[src/rtl/sequence_presenter_pkg.sv]
// sequence_presenter_pkg: shared state codes (also db_estado values) and default sizes/timings.
package sequence_presenter_pkg;
  localparam int DEF_ADDR_W = 4;
  localparam int DEF_DATA_W = 4;
  localparam int DEF_T_ON = 1000;
  localparam int DEF_T_OFF = 500;
  typedef enum logic [3:0] {
    OCIOSO  = 4'd0,
    CARREGA = 4'd1,
    ACESO   = 4'd2,
    APAGADO = 4'd3,
    FIM     = 4'd4
  } state_t;
  function automatic int timer_w(int t_on, int t_off);
    return $clog2((t_on > t_off ? t_on : t_off) + 1);
  endfunction
endpackage

[src/rtl/sequence_presenter_if.sv]
// sequence_presenter_if: control handshake, memory port and LED outputs of the presenter.
interface sequence_presenter_if
  import sequence_presenter_pkg::*;
#(
  parameter int ADDR_W = DEF_ADDR_W,
  parameter int DATA_W = DEF_DATA_W
) ();
  logic              mostrar;
  logic              cancelar;
  logic [ADDR_W-1:0] limite;
  logic [DATA_W-1:0] mem_dado;
  logic [ADDR_W-1:0] mem_endereco;
  logic [DATA_W-1:0] leds;
  logic              ativo;
  logic              pronto;
  logic [3:0]        db_estado;
  modport master (
    output mostrar, cancelar, limite, mem_dado,
    input  mem_endereco, leds, ativo, pronto, db_estado
  );
  modport slave (
    input  mostrar, cancelar, limite, mem_dado,
    output mem_endereco, leds, ativo, pronto, db_estado
  );
endinterface

[src/rtl/presenter_timer.sv]
// presenter_timer: up-counter with clear that saturates at, and flags, a terminal value.
module presenter_timer #(
  parameter int W = 4
) (
  input  logic         clock,
  input  logic         reset,
  input  logic         clr,
  input  logic [W-1:0] term,
  output logic         tc
);
  logic [W-1:0] cnt_q, cnt_d;
  assign tc = cnt_q == term;
  assign cnt_d = clr ? '0 : tc ? cnt_q : cnt_q + 1'b1;
  always_ff @(posedge clock) cnt_q <= reset ? '0 : cnt_d;
endmodule

[src/rtl/sequence_presenter.sv]
// sequence_presenter: replays memory entries 0..limite on the LEDs, each lit T_ON then dark T_OFF.
module sequence_presenter
  import sequence_presenter_pkg::*;
#(
  parameter int ADDR_W = DEF_ADDR_W,
  parameter int DATA_W = DEF_DATA_W,
  parameter int T_ON = DEF_T_ON,
  parameter int T_OFF = DEF_T_OFF
) (
  input logic clock,
  input logic reset,
  sequence_presenter_if.slave bus
);
  localparam int TW = timer_w(T_ON, T_OFF);
  state_t            st_q, st_d;
  logic [ADDR_W-1:0] addr_q, addr_d, lim_q, lim_d;
  logic [DATA_W-1:0] leds_q, leds_d;
  logic              pronto_q, pronto_d;
  logic [TW-1:0]     term;
  logic              tc, tclr;
  always_comb begin
    st_d = st_q;
    addr_d = addr_q;
    lim_d = lim_q;
    leds_d = leds_q;
    pronto_d = 1'b0;
    if (bus.cancelar && st_q != OCIOSO) begin
      st_d = OCIOSO;
      addr_d = '0;
      leds_d = '0;
    end else begin
      case (st_q)
        OCIOSO: if (bus.mostrar) begin
          st_d = CARREGA;
          addr_d = '0;
          lim_d = bus.limite;
        end
        CARREGA: if (tc) begin
          st_d = ACESO;
          leds_d = bus.mem_dado;
        end
        ACESO: if (tc) begin
          st_d = APAGADO;
          leds_d = '0;
        end
        APAGADO: if (tc) begin
          st_d = addr_q == lim_q ? FIM : CARREGA;
          addr_d = addr_q == lim_q ? addr_q : addr_q + 1'b1;
          pronto_d = addr_q == lim_q;
        end
        default: st_d = OCIOSO;
      endcase
    end
  end
  // CARREGA waits two cycles so the registered memory read has landed
  assign term = st_q == CARREGA ? TW'(1) : st_q == ACESO ? TW'(T_ON - 1) : TW'(T_OFF - 1);
  assign tclr = st_d != st_q || st_q == OCIOSO;
  presenter_timer #(.W(TW)) u_timer (
    .clock(clock),
    .reset(reset),
    .clr(tclr),
    .term(term),
    .tc(tc)
  );
  always_ff @(posedge clock) begin
    if (reset) begin
      st_q <= OCIOSO;
      addr_q <= '0;
      lim_q <= '0;
      leds_q <= '0;
      pronto_q <= 1'b0;
    end else begin
      st_q <= st_d;
      addr_q <= addr_d;
      lim_q <= lim_d;
      leds_q <= leds_d;
      pronto_q <= pronto_d;
    end
  end
  assign bus.mem_endereco = addr_q;
  assign bus.leds = leds_q;
  assign bus.pronto = pronto_q;
  assign bus.ativo = st_q != OCIOSO;
  assign bus.db_estado = st_q;
endmodule

[src/flat_wrapper.sv]
// flat-port wrapper written by rule: the top's interface ports become plain ports
module sequence_presenter_flat import sequence_presenter_pkg::*;
#(
  parameter int ADDR_W = DEF_ADDR_W,
  parameter int DATA_W = DEF_DATA_W,
  parameter int T_ON = DEF_T_ON,
  parameter int T_OFF = DEF_T_OFF
)
  (clock, reset, bus_mostrar, bus_cancelar, bus_limite, bus_mem_dado, bus_mem_endereco, bus_leds, bus_ativo, bus_pronto, bus_db_estado);
  sequence_presenter_if #(.ADDR_W(ADDR_W), .DATA_W(DATA_W)) bus_i ();
  input logic clock;
  input logic reset;
  input wire logic [$bits(bus_i.mostrar)-1:0] bus_mostrar;
  input wire logic [$bits(bus_i.cancelar)-1:0] bus_cancelar;
  input wire logic [$bits(bus_i.limite)-1:0] bus_limite;
  input wire logic [$bits(bus_i.mem_dado)-1:0] bus_mem_dado;
  output wire logic [$bits(bus_i.mem_endereco)-1:0] bus_mem_endereco;
  output wire logic [$bits(bus_i.leds)-1:0] bus_leds;
  output wire logic [$bits(bus_i.ativo)-1:0] bus_ativo;
  output wire logic [$bits(bus_i.pronto)-1:0] bus_pronto;
  output wire logic [$bits(bus_i.db_estado)-1:0] bus_db_estado;
  assign bus_i.mostrar = bus_mostrar;
  assign bus_i.cancelar = bus_cancelar;
  assign bus_i.limite = bus_limite;
  assign bus_i.mem_dado = bus_mem_dado;
  assign bus_mem_endereco = bus_i.mem_endereco;
  assign bus_leds = bus_i.leds;
  assign bus_ativo = bus_i.ativo;
  assign bus_pronto = bus_i.pronto;
  assign bus_db_estado = bus_i.db_estado;
  sequence_presenter #(.ADDR_W(ADDR_W), .DATA_W(DATA_W), .T_ON(T_ON), .T_OFF(T_OFF)) u_core (.clock(clock), .reset(reset), .bus(bus_i));
endmodule
[config.mk]
export PLATFORM = sky130hd
export DESIGN_NAME = sequence_presenter_flat
export DESIGN_NICKNAME = d
export VERILOG_FILES = /design/src/rtl/sequence_presenter_pkg.sv /design/src/rtl/sequence_presenter_if.sv /design/src/rtl/presenter_timer.sv /design/src/rtl/sequence_presenter.sv /design/src/flat_wrapper.sv
export SDC_FILE = /design/constraint.sdc
export NUM_CORES = 1
export LEC_CHECK = 0
export ABC_AREA = 0
export BUFFER_PORTS_ARGS = -buffer_cell sky130_fd_sc_hd__buf_2
export CAP_MARGIN = 20
export CORE_MARGIN = 2
export CORE_UTILIZATION = 55
export DETAILED_ROUTE_END_ITERATION = 8
export HOLD_SLACK_MARGIN = 0.02
export PLACE_DENSITY = 0.79
export SYNTH_ARGS = -nofsm -noshare
export SYNTH_HDL_FRONTEND = slang
export SYNTH_SLANG_ARGS = --single-unit
[constraint.sdc]
create_clock -name clock -period 3.7 [get_ports clock]
set_clock_uncertainty 0.05 [all_clocks]
set_input_delay 0.185 -clock clock [delete_from_list [all_inputs] [get_ports clock]]
set_output_delay 0.185 -clock clock [all_outputs]
set_load 0.03 [all_outputs]
==> impl_metrics.env <==
export IMPL_clockRootBuffer="clkbuf_4"
export IMPL_gp_congestion=0.8008
export IMPL_drt_iter0_markers=24
export IMPL_avgRoutedWirePerCell_um=14.02
export IMPL_ys_async_sr_fraction_pct=0
export IMPL_cp_max_fo=10
export IMPL_holdPathStages=2
export IMPL_clock_path_buffers=2
export IMPL_diodes=0
export IMPL_cts_made_buffers=3
export IMPL_route_detailed_drc=0
export IMPL_outcome="finished, final reports clean"
export IMPL_yosysTopAreaCell="dfxtp_1"
export IMPL_ios=26
export IMPL_fp_row_count=17
export IMPL_fin_crit_ns=2.453
export IMPL_power_leakage_nw=0.5681
export IMPL_grt_pass1_wl_um=4712
export IMPL_coreArea_um2=2276
export IMPL_hold_path_class="input pin to flip-flop"
export IMPL_cp_arrival_ns=2.65
export IMPL_setup_violations=0
export IMPL_track_usage_pct=22.80
export IMPL_ant_nets=0
export IMPL_fin_util_pct=67.34
export IMPL_dp_hpwl_um=2229
export IMPL_syn_area_um2=1349
export IMPL_dieArea_um2=2864
export IMPL_syn_inst=147
export IMPL_maxCapViolCount=0
export IMPL_crit_required_ns=3.90
export IMPL_viasPerCell=5.877
export IMPL_ir_drop_v=0.0002599
export IMPL_drive_above_1_share_pct=20.57
export IMPL_crit_type="flip-flop to flip-flop"
export IMPL_die_w_um=53.52
export IMPL_grt_max_degree=15
export IMPL_die_h_um=53.52
export IMPL_hold_violations=0
export IMPL_fmax_mhz=407.7
export IMPL_yosysUniqueCellTypes=43
export IMPL_ys_warn_count=0
export IMPL_power_density_nw_per_um2=297.7
export IMPL_areaGrowthSynthToFinish_pct=13.64
export IMPL_pre_cts_ws_ns=1.264
export IMPL_setup_tns_ns=0
export IMPL_initial_core_util_pct=59.26
export IMPL_setup_slack_ns=1.247
export IMPL_totalWireLength_um=2847
export IMPL_slew_headroom_pct=56.52
export IMPL_synth_edf_count=0
export IMPL_final_nets=190
export IMPL_grt_pass1_vias=1059
export IMPL_slew_viol_final=0
export IMPL_cp_start_kind="flip-flop"
export IMPL_synth_top_cell_area_share_pct=40.07
export IMPL_synth_seq_cells=27
export IMPL_worst_pin_slew_ns=0.6483
export IMPL_dp_cells=198
export IMPL_clkSinkCount=27
export IMPL_post_cts_buffers=0
export IMPL_antenna_found_initial=0
export IMPL_overflow=0
export IMPL_clk_pin_slew_ns=0.14
export IMPL_route_vias_total=1193
export IMPL_critPathCaptureType="flip-flop"
export IMPL_io_buffers=25
export IMPL_synth_area_leaders="dfxtp_1 40%, xnor2_1 5.8%, a21oi_1 4.5%, nand2_1 4.5%, nand3_1 3.3%"
export IMPL_h_tree_depth=1
export IMPL_rsz0062_at_grt="no"
export IMPL_syn_avg_cell_area_um2=9.175
export IMPL_period_share_pct=66.30
export IMPL_ys_flop_type="dfxtp_1"
export IMPL_clock_latency_ns=0.31
export IMPL_yosysSeqAreaShare_pct=40.07
export IMPL_cts_tree="built"
export IMPL_instances_no_fill=203
export IMPL_first_pass_iters=4
export IMPL_syn_nets=161
export IMPL_worstRegToRegCells=5
## registers in the layout, indices dropped and copies added (netlist names)
| name | cells |
|---|---|
| u_core.u_timer.cnt_q | 10 |
| u_core.bus.leds | 4 |
| u_core.bus.mem_endereco | 4 |
| u_core.bus.db_estado | 4 |
| u_core.bus.pronto | 1 |
| u_core.lim_q | 4 |
## cell type report
type	count	area, um2
Multi-Input combinational cell	114	780.7
Fill cell	194	743.2
Sequential cell	27	540.5
Timing Repair Buffer	26	135.1
Tap cell	28	35.03
Clock buffer	4	26.28
Inverter	4	15.01
## per-stage QoR
step	total power, mW	instance area [um2]	hold slack (ns)
3_5_place_dp	0.3366	1496	0.3586
6_report	0.4563	1533	0.03441
4_1_cts	0.4604	1533	0.03090
5_1_grt	0.4734	1533	0.03879
3_3_place_gp	0.3352	1496	0.3537
2_1_floorplan	0.3237	1349	0.2041
## synthesized netlist by cell type (2+ instances only)
cell type,n
dfxtp_1,27
nand2_1,16
a21oi_1,12
nand3_1,9
nor2_1,9
xnor2_1,9
o21ai_0,6
or3_1,6
nor4_1,5
a22o_1,4
inv_1,4
nand4_1,3
ha_1,2
mux2i_1,2
nand2b_1,2
nor2b_1,2
o2111a_1,2
xor2_1,2
## power by group
group          switching, mW  internal (mW)  total, mW
clock network         0.0830         0.0421      0.125
registers            0.00390          0.294      0.298
logic                 0.0198         0.0135     0.0333
total                  0.107          0.350      0.456
## worst max-delay path, stage by stage, from the launching register on
cell and delay, ns:
dfxtp_1 0.52, or4b_1 0.67, a31o_4 0.34, o2111a_1 0.30, or3_1 0.36, a21oi_1 0.16
## worst paths after layout
path                                         startpoint                 endpoint  slack [ns]
worst min-delay path                    bus_mem_dado[2]       u_core.bus.leds[2]        0.03
worst min register to register       u_core.bus.leds[0]       u_core.bus.leds[0]        0.44
worst max register to register  u_core.bus.db_estado[0]  u_core.u_timer.cnt_q[3]        1.25
worst max-delay path            u_core.bus.db_estado[0]  u_core.u_timer.cnt_q[3]        1.25
## cells in the final DEF, fill, tap and decap left out, drive strengths merged, types with 3 or more instances in the layout
cell / count
a21oi: 12
a22o: 4
buf: 25
clkbuf: 4
dfxtp: 27
inv: 4
mux2i: 3
nand2: 16
nand3: 9
nand4: 3
nor2: 9
nor3: 3
nor4: 6
o21ai: 6
or3: 6
xnor2: 9
## kinds of logic after synthesis
family	count (synthesis)	synth area share [%]
AO/OA/AOI/OAI	33	18.55
XOR/XNOR	11	7.143
adder cells (fa/ha/maj)	2	1.855
buffers and inverters	6	2.040
flip-flops	27	40.07
multiplexers	3	3.154
other	1	0.2780
AND/OR/NAND/NOR	64	26.90
## timing repair
action | CTS | global route
hold endpoints to repair | 1 | 0
gates resized for setup | 0 | 0
setup endpoints to repair | 0 | 0
hold buffers | 1 | 0
## layer usage
metal / vias to the layer above / routed length [um] / share of wire, % / GRT usage, %
li1: 600 / - / - / -
met1: 564 / 1358 / 48 / 32.17
met2: 25 / 1376 / 48 / 34.36
met3: 4 / 80 / 2.8 / 2.825
met4: 0 / 32 / 1.1 / 10.68
met5: - / 0 / 0 / 0
(Power assumes the default switching activity.)
